`src/rtl/hazard_stall_controller_pkg.sv`:
```
// rtl/hazard_stall_controller_pkg.sv - shared types and constants for the pipeline hazard sequencer
package hazard_stall_controller_pkg;

  localparam int REG_IDX_W = 5;
  localparam logic [31:0] NOP_INSN = 32'h00000013;

  typedef enum logic [1:0] {
    ST_RUN       = 2'd0,
    ST_MD_BUSY   = 2'd1,
    ST_DMEM_WAIT = 2'd2
  } hsc_state_e;

  typedef struct packed {
    logic md_start;
    logic stall_if;
    logic stall_id;
    logic stall_ex;
    logic stall_mem;
    logic flush_id;
    logic bubble_ex;
    logic bubble_mem;
    logic bubble_wb;
  } hsc_ctrl_t;

endpackage

```
`src/rtl/hazard_load_use_detect.sv`:
```
// rtl/hazard_load_use_detect.sv - load-use dependence comparator between ID operands and EX load
module hazard_load_use_detect
  import hazard_stall_controller_pkg::*;
(
  input  logic [REG_IDX_W-1:0] id_rs1,
  input  logic [REG_IDX_W-1:0] id_rs2,
  input  logic                 id_use_rs1,
  input  logic                 id_use_rs2,
  input  logic [REG_IDX_W-1:0] ex_rd,
  input  logic                 ex_mem_read,
  output logic                 load_use
);

  logic rs1_hit;
  logic rs2_hit;

  // x0 is never a real producer, so a load targeting it cannot create a dependence
  always_comb begin
    rs1_hit  = id_use_rs1 && (ex_rd == id_rs1);
    rs2_hit  = id_use_rs2 && (ex_rd == id_rs2);
    load_use = ex_mem_read && (ex_rd != '0) && (rs1_hit || rs2_hit);
  end

endmodule

```
`src/rtl/hazard_stall_controller.sv`:
```
// rtl/hazard_stall_controller.sv - stall/bubble/flush sequencer for hazards forwarding cannot cover
module hazard_stall_controller
  import hazard_stall_controller_pkg::*;
#(
  parameter int unsigned STALL_CNT_W = 32,
  parameter int unsigned MD_TIMEOUT  = 64
) (
  input  logic                   clk,
  input  logic                   rst_n,
  input  logic [REG_IDX_W-1:0]   id_rs1,
  input  logic [REG_IDX_W-1:0]   id_rs2,
  input  logic                   id_use_rs1,
  input  logic                   id_use_rs2,
  input  logic [REG_IDX_W-1:0]   ex_rd,
  input  logic                   ex_mem_read,
  input  logic                   ex_is_muldiv,
  input  logic                   ex_redirect,
  input  logic                   md_done,
  input  logic                   mem_access,
  input  logic                   dmem_ready,
  output logic                   md_start,
  output logic                   stall_if,
  output logic                   stall_id,
  output logic                   stall_ex,
  output logic                   stall_mem,
  output logic                   flush_id,
  output logic                   bubble_ex,
  output logic                   bubble_mem,
  output logic                   bubble_wb,
  output logic [STALL_CNT_W-1:0] stall_cnt,
  output logic                   err_md_timeout
);

  localparam int TMR_W = $clog2(MD_TIMEOUT + 1);

  hsc_state_e             state_q, state_d;
  logic [TMR_W-1:0]       timer_q, timer_d;
  logic [STALL_CNT_W-1:0] stall_cnt_q, stall_cnt_d;
  logic                   err_q, err_d;
  hsc_ctrl_t              ctrl;
  logic                   timeout;
  logic                   load_use;

  hazard_load_use_detect u_lu (
    .id_rs1      (id_rs1),
    .id_rs2      (id_rs2),
    .id_use_rs1  (id_use_rs1),
    .id_use_rs2  (id_use_rs2),
    .ex_rd       (ex_rd),
    .ex_mem_read (ex_mem_read),
    .load_use    (load_use)
  );

  // Next state and same-cycle pipeline controls; a data-memory wait outranks everything
  // because the whole pipeline freezes and the other hazards get re-evaluated on release
  always_comb begin
    ctrl    = '0;
    state_d = state_q;
    timer_d = timer_q;
    timeout = 1'b0;
    case (state_q)
      ST_RUN: begin
        if (mem_access && !dmem_ready) begin
          ctrl.stall_if  = 1'b1;
          ctrl.stall_id  = 1'b1;
          ctrl.stall_ex  = 1'b1;
          ctrl.stall_mem = 1'b1;
          ctrl.bubble_wb = 1'b1;
          state_d        = ST_DMEM_WAIT;
        end else if (ex_is_muldiv && !md_done) begin
          ctrl.md_start   = 1'b1;
          ctrl.stall_if   = 1'b1;
          ctrl.stall_id   = 1'b1;
          ctrl.stall_ex   = 1'b1;
          ctrl.bubble_mem = 1'b1;
          state_d         = ST_MD_BUSY;
          timer_d         = TMR_W'(1);
        end else if (ex_redirect) begin
          ctrl.flush_id  = 1'b1;
          ctrl.bubble_ex = 1'b1;
        end else if (load_use) begin
          ctrl.stall_if  = 1'b1;
          ctrl.stall_id  = 1'b1;
          ctrl.bubble_ex = 1'b1;
        end
      end
      ST_DMEM_WAIT: begin
        if (!dmem_ready) begin
          ctrl.stall_if  = 1'b1;
          ctrl.stall_id  = 1'b1;
          ctrl.stall_ex  = 1'b1;
          ctrl.stall_mem = 1'b1;
          ctrl.bubble_wb = 1'b1;
        end else begin
          state_d = ST_RUN;
        end
      end
      ST_MD_BUSY: begin
        if (md_done) begin
          state_d = ST_RUN;
          timer_d = '0;
        end else if (timer_q == TMR_W'(MD_TIMEOUT)) begin
          // abandon the operation: the pipeline moves on with a bubble in place of the result
          timeout         = 1'b1;
          ctrl.bubble_mem = 1'b1;
          state_d         = ST_RUN;
          timer_d         = '0;
        end else begin
          ctrl.stall_if   = 1'b1;
          ctrl.stall_id   = 1'b1;
          ctrl.stall_ex   = 1'b1;
          ctrl.bubble_mem = 1'b1;
          timer_d         = timer_q + TMR_W'(1);
        end
      end
      default: begin
        state_d = ST_RUN;
        timer_d = '0;
      end
    endcase
    // controls must be quiet while reset is held, even if upstream inputs are not
    if (!rst_n) begin
      ctrl = '0;
    end
  end

  // Saturating stall counter and sticky timeout flag
  always_comb begin
    stall_cnt_d = stall_cnt_q;
    if (ctrl.stall_if && (stall_cnt_q != '1)) begin
      stall_cnt_d = stall_cnt_q + STALL_CNT_W'(1);
    end
    err_d = err_q | timeout;
  end

  // State, timer, counter and error registers
  always_ff @(posedge clk or negedge rst_n) begin
    if (!rst_n) begin
      state_q     <= ST_RUN;
      timer_q     <= '0;
      stall_cnt_q <= '0;
      err_q       <= 1'b0;
    end else begin
      state_q     <= state_d;
      timer_q     <= timer_d;
      stall_cnt_q <= stall_cnt_d;
      err_q       <= err_d;
    end
  end

  assign md_start       = ctrl.md_start;
  assign stall_if       = ctrl.stall_if;
  assign stall_id       = ctrl.stall_id;
  assign stall_ex       = ctrl.stall_ex;
  assign stall_mem      = ctrl.stall_mem;
  assign flush_id       = ctrl.flush_id;
  assign bubble_ex      = ctrl.bubble_ex;
  assign bubble_mem     = ctrl.bubble_mem;
  assign bubble_wb      = ctrl.bubble_wb;
  assign stall_cnt      = stall_cnt_q;
  assign err_md_timeout = err_q;

endmodule

```
`config.mk`:
```
export PLATFORM = sky130hd
export DESIGN_NAME = hazard_stall_controller
export DESIGN_NICKNAME = d
export VERILOG_FILES = /design/src/rtl/hazard_stall_controller_pkg.sv /design/src/rtl/hazard_load_use_detect.sv /design/src/rtl/hazard_stall_controller.sv
export SDC_FILE = /design/constraint.sdc
export NUM_CORES = 1
export LEC_CHECK = 0
export BUFFER_PORTS_ARGS = -buffer_cell sky130_fd_sc_hd__buf_2
export CAP_MARGIN = 20
export CORE_ASPECT_RATIO = 0.9
export CORE_MARGIN = 5
export CORE_UTILIZATION = 56
export DETAILED_ROUTE_END_ITERATION = 7
export GPL_TIMING_DRIVEN = 0
export PLACE_DENSITY_LB_ADDON = 0.15
export SLEW_MARGIN = 15
export SYNTH_ARGS = -nofsm -noshare
export SYNTH_HDL_FRONTEND = slang
export SYNTH_SLANG_ARGS = --single-unit
```
`constraint.sdc`:
```
create_clock -name clk -period 6.5 [get_ports clk]
set_input_delay 0.975 -clock clk [delete_from_list [all_inputs] [get_ports clk]]
set_output_delay 0.975 -clock clk [all_outputs]
set_load 0.05 [all_outputs]
```
==> impl_metrics.ini, run 1 <==
[worst_setup_path]
reg2reg_setup_slack_ns = 3.88
critPathCaptureType = output pin
cp_cell_sequence = buf_2, nand2b_1, nor4_1, a21o_1, buf_2, buf_2, buf_4, buf_2
r2r_end = stall_cnt[1]$_DFFE_PN0P_
ff2ff_path_depth = 7
cp-startpoint = rst_n
r2r-start = stall_cnt[3]$_DFFE_PN0P_
critical_path_end = stall_if
timing.critical_path.slowest_cell_delay_ns = 0.72
critical_path.most_common_cell = buf_2
cp_max_fo = 45
worstSetupPathType = input port to output pin
worst_ep_required_time_ns = 5.52
worst_endpoint_data_arrival_time_ns = 3.26
slowest_cell_on_crit_path = buf_2
worst_setup_path_start_kind = input port

[grt]
wire_length_of_the_first_global_routing_pass_mm = 9.183
via_count_of_the_first_global_routing_pass = 1985
grt_util_all_layers = 0.2011
antenna_found_initial = 0
grt_remaining_overflow = 0
maximum_number_of_pins_on_one_net_before_global_route_repair = 46

[placement]
dp_hpwl_mm = 4.018
preCtsSetupSlack_ns = 2.187
gp_routability_congestion = 0.8358
numPortBuffers = 66

[routing]
vias_per_cell = 5.704
detail-route-antenna-nets = 0
number_of_iterations_in_the_first_detailed_routing_pass = 4
wire_per_inst_um = 14.90
totalWireLength_mm = 5.586
detailroute.via_count = 2139
remaining_drc_errors = 0
violation_count_after_the_first_detailed_routing_iteration = 109

[finish]
final_layout_size_suffix_gt1_frac = 0.2936
area_growth_pct = 19.98
num_antenna_cells = 0
sequential_cell_area_sq_mm = 0.001051
layout.cells.most_common_list = buf_2, dfrtp_1, xnor2_1
filler_instances = 344
multi_input_comb_area_sq_mm = 0.001282
fin_nets = 354
layout.cells.most_common = buf_2

[sta]
final-hold-violation-count = 0
fin_worst_hold_slack_ns = 0.4813
finalClockSkew_ns = 0.005721
setup_total_negative_slack_ns = 0
minimum_clock_period_after_layout_ns = 4.233
max_slew.worst_pin.slew_ns = 0.9864
layout_setup_ws_ns = 2.267
final_max_slew_viol_count = 0
fmax_ghz = 0.2362
slew-limit-headroom = 0.3424
fin_crit_sh = 0.6513
grt_setup_unrepaired = no
finalSetupViolations = 0

[logic_synthesis]
seq_area_frac_synth = 0.4325
syn_inst = 253
synthDistinctLibCells = 42
synth-edff-count = 0
yosys_most_used_dff = dfrtp_1
synthesis.yosys.warnings = 0
syn_area_sq_mm = 0.002430
syn_nets = 281
synth_seq_cells = 42
asyncSetResetFlopFracSynth = 1.000
post_synth.cell_area_avg_sq_um = 9.604

[clock_network]
cts_setup_buffers = 0
clk_latency_ns = 0.30
cts_num_sinks = 42
cts.repair.resized = 0
worst_setup_hold_path_clk_slew_ns = 0.08
depth_of_the_cts_h_tree = 2
ctsHoldBuffers = 0
cts-buffers-inserted = 5
clk_root_buffer_cell = clkbuf_8
cts_tree = yes
cts_max_path_buffers = 2

[min_path]
timing.hold.worst.class = flop to flop
hold_depth = 1

[die]
placement_rows = 22
fp.dieH_um = 72.49
core_area_sq_mm = 0.004129
horizontal_die_dimension_um = 79.44
dieArea_sq_mm = 0.005758
design.portCount = 67
floorplan.initialDensity = 0.5885

[job]
maxCapViolations = 0

[power_and_ir_drop]
p_total_uw = 683.4
power_density_mw_per_mm2 = 234.4
ir_worst_vdd_mv = 0.2929
power.leakage_uw = 0.001374

[status]
outcome = finished clean
-- how the worst min path moves through the flow --
stage	startpoint	to
after floorplan	timer_q[6]$_DFFE_PN0P_	timer_q[6]$_DFFE_PN0P_
final	stall_cnt[27]$_DFFE_PN0P_	stall_cnt[27]$_DFFE_PN0P_
after CTS	stall_cnt[27]$_DFFE_PN0P_	stall_cnt[27]$_DFFE_PN0P_
after global placement	err_md_timeout$_DFF_PN0_	err_md_timeout$_DFF_PN0_
after global routing	stall_cnt[6]$_DFFE_PN0P_	stall_cnt[6]$_DFFE_PN0P_
after detailed placement	err_md_timeout$_DFF_PN0_	err_md_timeout$_DFF_PN0_
-- per-layer routing --
layer  up-vias  wire (um)  global-route usage
met3         8        384             0.03970
li1       1043          -                   -
met4         0         62             0.07443
met1      1020       2537              0.2732
met5         -          0                   0
met2        68       2602              0.3188
-- kinds of logic after synthesis --
family                   after synthesis  synth area share
adder cells (fa/ha/maj)                3           0.01545
buffers and inverters                 18           0.03964
AO/OA/AOI/OAI                         30           0.07570
AND/OR/NAND/NOR                      119            0.2832
XOR/XNOR                              37            0.1334
flip-flops                            42            0.4325
multiplexers                           4           0.02008
-- where the power goes --
part	switching [uW]	leakage (uW)	internal (uW)	total, uW
Combinational	135	0.000763	62.8	198
Sequential	25.5	0.000563	281	307
Clock	93.3	0.0000472	85.4	179
-- cell usage after synthesis, types with 2 or more instances --
cell,count,area [sq um]
and2_1,4,25.02
a21oi_1,3,15.01
nand3_1,22,110.1
mux2_2,3,33.78
nor2_1,15,56.30
o31ai_1,4,30.03
buf_6,2,22.52
a21o_1,2,15.01
buf_2,5,25.02
buf_4,2,15.01
nor2b_1,4,25.02
nand2b_1,6,37.54
xnor2_1,37,324.1
o21ai_0,13,65.06
clkbuf_1,3,11.26
ha_1,3,37.54
and3_1,12,75.07
nor4_1,5,31.28
nand4_1,17,106.4
or3b_2,2,17.52
nand2_1,15,56.30
o21bai_1,3,22.52
nand3b_1,3,22.52
nor3_1,3,15.01
dfrtp_1,42,1051
or4_4,2,22.52
inv_1,6,22.52
-- state kept, by name, summed over array words and instances, names as in the netlist --
signal and cells:
state_q 2, stall_cnt 32, timer_q 7, err_md_timeout 1
-- cell type report --
type / count / share of cell area
multi-input combinational: 193 / 0.4399
clock buffer: 6 / 0.02833
clock inverter: 2 / 0.004292
sequential: 42 / 0.3605
timing repair buffer: 66 / 0.1133
inverter: 6 / 0.007725
tap: 48 / 0.02060
buffer: 12 / 0.02532
-- stage by stage --
| stage | cells | instance area, sq um | util |
|---|---|---|---|
| final | 375 | 2915 | 0.7061 |
| after global routing | 375 | 2915 | 0.7061 |
| after CTS | 375 | 2915 | 0.7061 |
| after detailed placement | 367 | 2820 | 0.6830 |
| after global placement | 367 | 2820 | 0.6830 |
| after floorplan | 253 | 2430 | - |
-- worst max-delay path: cells and delay by family --
kind            cells  cell delay, ns
simple gates        2            0.52
compound gates      1            0.14
buf+inv             5            1.58
(Power assumes the default switching activity.)
==> run 2: changes to the inputs <==
--- a/config.mk
+++ b/config.mk
@@ -5,11 +5,12 @@
 export SDC_FILE = /design/constraint.sdc
 export NUM_CORES = 1
 export LEC_CHECK = 0
+export ABC_AREA = 1
 export BUFFER_PORTS_ARGS = -buffer_cell sky130_fd_sc_hd__buf_2
 export CAP_MARGIN = 20
 export CORE_ASPECT_RATIO = 0.9
 export CORE_MARGIN = 5
-export CORE_UTILIZATION = 56
+export CORE_UTILIZATION = 55
 export DETAILED_ROUTE_END_ITERATION = 7
 export GPL_TIMING_DRIVEN = 0
 export PLACE_DENSITY_LB_ADDON = 0.15
==> constraint.sdc (replaced) <==
create_clock -name clk -period 3.9 [get_ports clk]
set_input_delay 0.585 -clock clk [delete_from_list [all_inputs] [get_ports clk]]
set_output_delay 0.585 -clock clk [all_outputs]
set_load 0.05 [all_outputs]
==> impl_metrics.ini, run 2 <==
[status]
outcome = finished clean

[worst_setup_path]
worst-path-stages = 9
cp_max_fo = 31
worst_ep_required_time_ns = 3.31
critical_path.n_buffers_inverters = 6
critPathCaptureType = output pin
timing.critical_path.slowest_cell_delay_ns = 0.32
critical_path.most_common_cell = buf_2
worst_setup_path_start_kind = input port
reg2reg_setup_slack_ns = 1.91
ff2ff_path_depth = 9
worst_endpoint_data_arrival_time_ns = 2.44
slowest_cell_on_crit_path = buf_2
worstSetupPathType = input port to output pin
crit_family = buffers and inverters
cp_cell_sequence = buf_2, buf_12, inv_1, nor4_1, nand3_1, nand2_2, buf_2, buf_4, buf_2

[clock_network]
cts-buffers-inserted = 5
clk_root_buffer_cell = clkbuf_8
ctsHoldBuffers = 0
worst_setup_hold_path_clk_slew_ns = 0.08
cts_tree = yes
cts_num_sinks = 42
cts.repair.resized = 0
depth_of_the_cts_h_tree = 2
cts_setup_buffers = 0
clk_latency_ns = 0.30
cts_max_path_buffers = 2

[job]
maxCapViolations = 0

[logic_synthesis]
synth-simple-area-share = 0.4692
post-synth-top-area-fraction = 0.3427
synth_seq_cells = 42
asyncSetResetFlopFracSynth = 1.000
synth-edff-count = 0
synth_top_cells_by_area = dfrtp_1, nand2_1, nand3_1
post_synth.cell_area_avg_sq_um = 6.336
post_synthesis_mux_area_share = 0
netlist.top_cell.by_area = dfrtp_1
synthesis.yosys.warnings = 0
synth_top_family_by_area = simple AND/OR/NAND/NOR gates
syn_area_sq_mm = 0.003067
syn_nets = 512
synthAdderAreaFrac = 0.01224
yosys_most_used_dff = dfrtp_1
synthDistinctLibCells = 29
synthXorXnorAreaFrac = 0.04855
syn_inst = 484
synth_compound_area_frac = 0.02815
post-synth-top-count-cell = nand2_1
post_synth_most_frequent_cells = nand2_1, inv_1, nor2_1
seq_area_frac_synth = 0.3427

[routing]
wire_per_inst_um = 13.21
detailroute.via_count = 3256
number_of_iterations_in_the_first_detailed_routing_pass = 6
vias_per_cell = 5.201
detail-route-antenna-nets = 0
violation_count_after_the_first_detailed_routing_iteration = 146
remaining_drc_errors = 0
totalWireLength_mm = 8.272

[die]
fp.dieH_um = 80.84
horizontal_die_dimension_um = 88.71
dieArea_sq_mm = 0.007171
floorplan.initialDensity = 0.5767
design.portCount = 67
core_area_sq_mm = 0.005318
placement_rows = 25

[sta]
final-hold-violation-count = 0
finalSetupViolations = 0
fmax_ghz = 0.3307
slew-limit-headroom = 0.7023
finalClockSkew_ns = 0.004640
fin_crit_sh = 0.7753
setup_total_negative_slack_ns = 0
final_max_slew_viol_count = 0
minimum_clock_period_after_layout_ns = 3.024
grt_setup_unrepaired = no
max_slew.worst_pin.slew_ns = 0.4431

[placement]
placed_area_sq_mm = 0.003481
dp_hpwl_mm = 6.477
gp_routability_congestion = 0.9864
numPortBuffers = 66

[grt]
antenna_found_initial = 0
via_count_of_the_first_global_routing_pass = 2991
grt_util_all_layers = 0.2445
grt_remaining_overflow = 0
maximum_number_of_pins_on_one_net_before_global_route_repair = 46
wire_length_of_the_first_global_routing_pass_mm = 13.83

[finish]
final_layout_size_suffix_gt1_frac = 0.1771
finalInstanceArea_sq_mm = 0.003615
layout.cells.most_common = nand2_1
area_growth_pct = 17.87
layout.cells.most_common_list = nand2_1, buf_2, inv_1
largest_register_ffs = 32
num_antenna_cells = 0
fin_nets = 586

[power_and_ir_drop]
power.leakage_uw = 0.001993
ir_worst_vdd_mv = 0.2693
power_density_mw_per_mm2 = 338.9

[min_path]
timing.hold.worst.class = input port to async pin
run 2: worst paths after layout:
| kind | from | to |
|---|---|---|
| max in group asynchronous | rst_n | stall_cnt[31]$_DFFE_PN0P_ |
| worst min register to register | err_md_timeout$_DFF_PN0_ | err_md_timeout$_DFF_PN0_ |
| min in group clk | err_md_timeout$_DFF_PN0_ | err_md_timeout$_DFF_PN0_ |
| worst min-delay path | rst_n | stall_cnt[7]$_DFFE_PN0P_ |
| worst max-delay path | rst_n | stall_if |
| worst max register to register | stall_cnt[0]$_DFFE_PN0P_ | stall_cnt[31]$_DFFE_PN0P_ |
run 2: logic make-up (layout without fill, tap and decap cells):
family	Yosys count	in the layout
compound gates	16	16
simple gates	335	335
xor+xnor	17	17
flops	42	42
buf+inv	71	146
fa+ha+maj	3	3
run 2: layer usage:
metal	track usage	routed length, um	share of wire	vias up
li1	-	-	-	1648
met1	0.3380	3839	0.46	1474
met2	0.3924	3700	0.45	121
met3	0.04564	597	0.072	13
met4	0.06495	133	0.016	0
met5	0	0	0	-
run 2: layout make-up:
cell class | instances | area (sq um)
Inverter | 60 | 225.2
Fill cell | 496 | 1703
Multi-Input combinational cell | 371 | 1712
Clock inverter | 3 | 45.04
Buffer | 11 | 78.83
Timing Repair Buffer | 67 | 350.3
Sequential cell | 42 | 1051
Tap cell | 67 | 83.83
Clock buffer | 5 | 68.82
run 2: metrics by stage:
stage	total power (uW)	hold WS [ns]	util	worst slack (ns)	cells
floorplan	773.5	0.2894	-	1.358	484
global placement	865.0	0.4537	0.6546	0.5523	617
detailed placement	878.0	0.4578	0.6546	0.4769	617
CTS	1231	0.4695	0.6760	0.4802	625
global route	1290	0.2078	0.6798	0.6672	626
finish	1225	0.1851	0.6798	0.8763	626
run 2: power by group:
group / switching [uW] / total, uW / internal, uW
Combinational: 254 / 353 / 99.1
Clock: 162 / 353 / 190
Sequential: 50.1 / 519 / 469
run 2: worst reg2reg max path: cells and delay by family, from the launching register on:
family	cells	cell delay, ns
flip-flops	1	0.46
buffers and inverters	2	0.35
AND/OR/NAND/NOR	6	0.77
adder cells (fa/ha/maj)	1	0.31
==> run 3: changes to the inputs <==
--- a/config.mk
+++ b/config.mk
@@ -5,12 +5,12 @@
 export SDC_FILE = /design/constraint.sdc
 export NUM_CORES = 1
 export LEC_CHECK = 0
-export ABC_AREA = 1
+export ABC_AREA = 0
 export BUFFER_PORTS_ARGS = -buffer_cell sky130_fd_sc_hd__buf_2
 export CAP_MARGIN = 20
 export CORE_ASPECT_RATIO = 0.9
 export CORE_MARGIN = 5
-export CORE_UTILIZATION = 55
+export CORE_UTILIZATION = 52
 export DETAILED_ROUTE_END_ITERATION = 7
 export GPL_TIMING_DRIVEN = 0
 export PLACE_DENSITY_LB_ADDON = 0.15
==> constraint.sdc (replaced) <==
create_clock -name clk -period 3.1 [get_ports clk]
set_input_delay 0.465 -clock clk [delete_from_list [all_inputs] [get_ports clk]]
set_output_delay 0.465 -clock clk [all_outputs]
set_load 0.05 [all_outputs]
==> impl_metrics.ini, run 3 (same netlist as run 1, synthesis figures left out) <==
[worst_setup_path]
ff2ff_path_depth = 7
worst_ep_required_time_ns = 2.63
worstSetupPathType = flop to output pin
r2r-start = stall_cnt[3]$_DFFE_PN0P_
reg2reg_setup_slack_ns = 0.50
cp_max_fo = 17
critPathCaptureType = output pin
worst_setup_path_start_kind = flop
r2r_end = stall_cnt[1]$_DFFE_PN0P_
worst_endpoint_data_arrival_time_ns = 2.37

[die]
dieArea_sq_mm = 0.006142
design.portCount = 67
horizontal_die_dimension_um = 82.06
fp.dieH_um = 74.85
placement_rows = 23
core_area_sq_mm = 0.004489
floorplan.initialDensity = 0.5412

[power_and_ir_drop]
power.combinational.fraction = 0.264
power_frac_clock = 0.335
power_density_mw_per_mm2 = 529.7
intPower_uw = 1072
power.leakage_uw = 0.001404
netSwitchingFraction = 0.3272
netSwitchingPower_uw = 521.0
power.sequential.fraction = 0.401
ir_worst_vdd_mv = 0.4521

[clock_network]
ctsHoldBuffers = 0
cts_tree = yes
clk_latency_ns = 0.29
cts_num_sinks = 42
cts-buffers-inserted = 5
worst_setup_hold_path_clk_slew_ns = 0.08
depth_of_the_cts_h_tree = 2
cts_max_path_buffers = 2
clk_root_buffer_cell = clkbuf_8

[sta]
fmax_ghz = 0.3532
finalClockSkew_ns = 0.008056
slew-limit-headroom = 0.5966
finalSetupViolations = 0
fin_crit_sh = 0.9133
max_slew.worst_pin.slew_ns = 0.6000
final-hold-violation-count = 0
grt_setup_unrepaired = no
minimum_clock_period_after_layout_ns = 2.831
setup_total_negative_slack_ns = 0
final_max_slew_viol_count = 0
fin_worst_hold_slack_ns = 0.1478

[routing]
detailroute.via_count = 2130
detail-route-antenna-nets = 0
vias_per_cell = 5.476
remaining_drc_errors = 0
number_of_iterations_in_the_first_detailed_routing_pass = 4
totalWireLength_mm = 5.467
violation_count_after_the_first_detailed_routing_iteration = 106
wire_per_inst_um = 14.05

[finish]
multi_input_comb_area_sq_mm = 0.001301
sequential_cell_area_sq_mm = 0.001051
layout.cells.most_common_list = buf_2, dfrtp_1, xnor2_1
layout.cells.most_common = buf_2
largest_register_ffs = 32
num_antenna_cells = 0
utilization = 0.6697
fin_nets = 354
final_layout_size_suffix_gt1_frac = 0.2997
area_growth_pct = 23.74
filler_instances = 387

[min_path]
timing.hold.worst.class = input port to async pin

[placement]
gp_routability_congestion = 0.7759
dp_hpwl_mm = 4.083
numPortBuffers = 66

[grt]
wire_length_of_the_first_global_routing_pass_mm = 9.425
via_count_of_the_first_global_routing_pass = 2042
grt_util_all_layers = 0.1966
maximum_number_of_pins_on_one_net_before_global_route_repair = 46
grt_remaining_overflow = 0
antenna_found_initial = 0

[status]
outcome = finished clean

[job]
maxCapViolations = 0
==> run 3: per-layer routing <==
layer / part of all wire / track usage
met3: 0.053 / 0.04426
met1: 0.46 / 0.2732
met4: 0.0042 / 0.03321
met5: 0 / 0
met2: 0.48 / 0.3220
==> run 3: how the worst max path moves through the flow <==
stage	startpoint	to	slack, ns
after floorplan	md_done	stall_if	0.06
after global placement	rst_n	stall_if	-0.16
after detailed placement	rst_n	stall_if	-0.17
after CTS	timer_q[0]$_DFFE_PN0P_	stall_if	0.001
after global routing	timer_q[0]$_DFFE_PN0P_	stall_if	0.14
final	timer_q[0]$_DFFE_PN0P_	stall_if	0.27
==> run 3: cell type report <==
| cell class | instances | share of cell area |
|---|---|---|
| multi-input cells | 193 | 0.4328 |
| inverters | 6 | 0.007491 |
| flip-flops and latches | 42 | 0.3496 |
| well taps | 62 | 0.02580 |
| plain buffers | 11 | 0.02372 |
| clock inverters | 2 | 0.01998 |
| clock buffers | 6 | 0.02747 |
| repair buffers | 67 | 0.1132 |
==> run 3: repair_timing <==
item | 4_1_cts | 5_1_grt
buffers inserted | 0 | 1
resized for setup | 3 | 3
pin swaps | 0 | 1
setup endpoints to repair | 2 | 2
==> run 3: stage by stage <==
| step | cell area, sq um | cells | power [uW] | setup WS (ns) |
|---|---|---|---|---|
| 3_3_place_gp | 2841 | 381 | 1058 | -0.1578 |
| 2_1_floorplan | 2434 | 253 | 944.8 | 0.05692 |
| 5_1_grt | 3007 | 389 | 1676 | 0.1395 |
| 4_1_cts | 2993 | 388 | 1601 | 0.001051 |
| 6_report | 3007 | 389 | 1593 | 0.2688 |
| 3_5_place_dp | 2841 | 381 | 1067 | -0.1659 |
==> run 3: worst max-delay path, cell delays in order (launching register included) <==
cell      delay [ns]
dfrtp_1         0.41
inv_1           0.09
ha_1            0.14
or4b_4          0.48
o21bai_4        0.18
a21boi_2        0.08
a21o_1          0.15
buf_4           0.20
buf_4           0.15
buf_2           0.20
==> run 3: power groups by stage <==
stage               registers [uW]  logic (uW)  clock network, uW
finish                         639         421                533
global route                   647         459                570
CTS                            638         421                542
detailed placement             648         419                  0
global placement               649         410                  0
floorplan                      755         190                  0
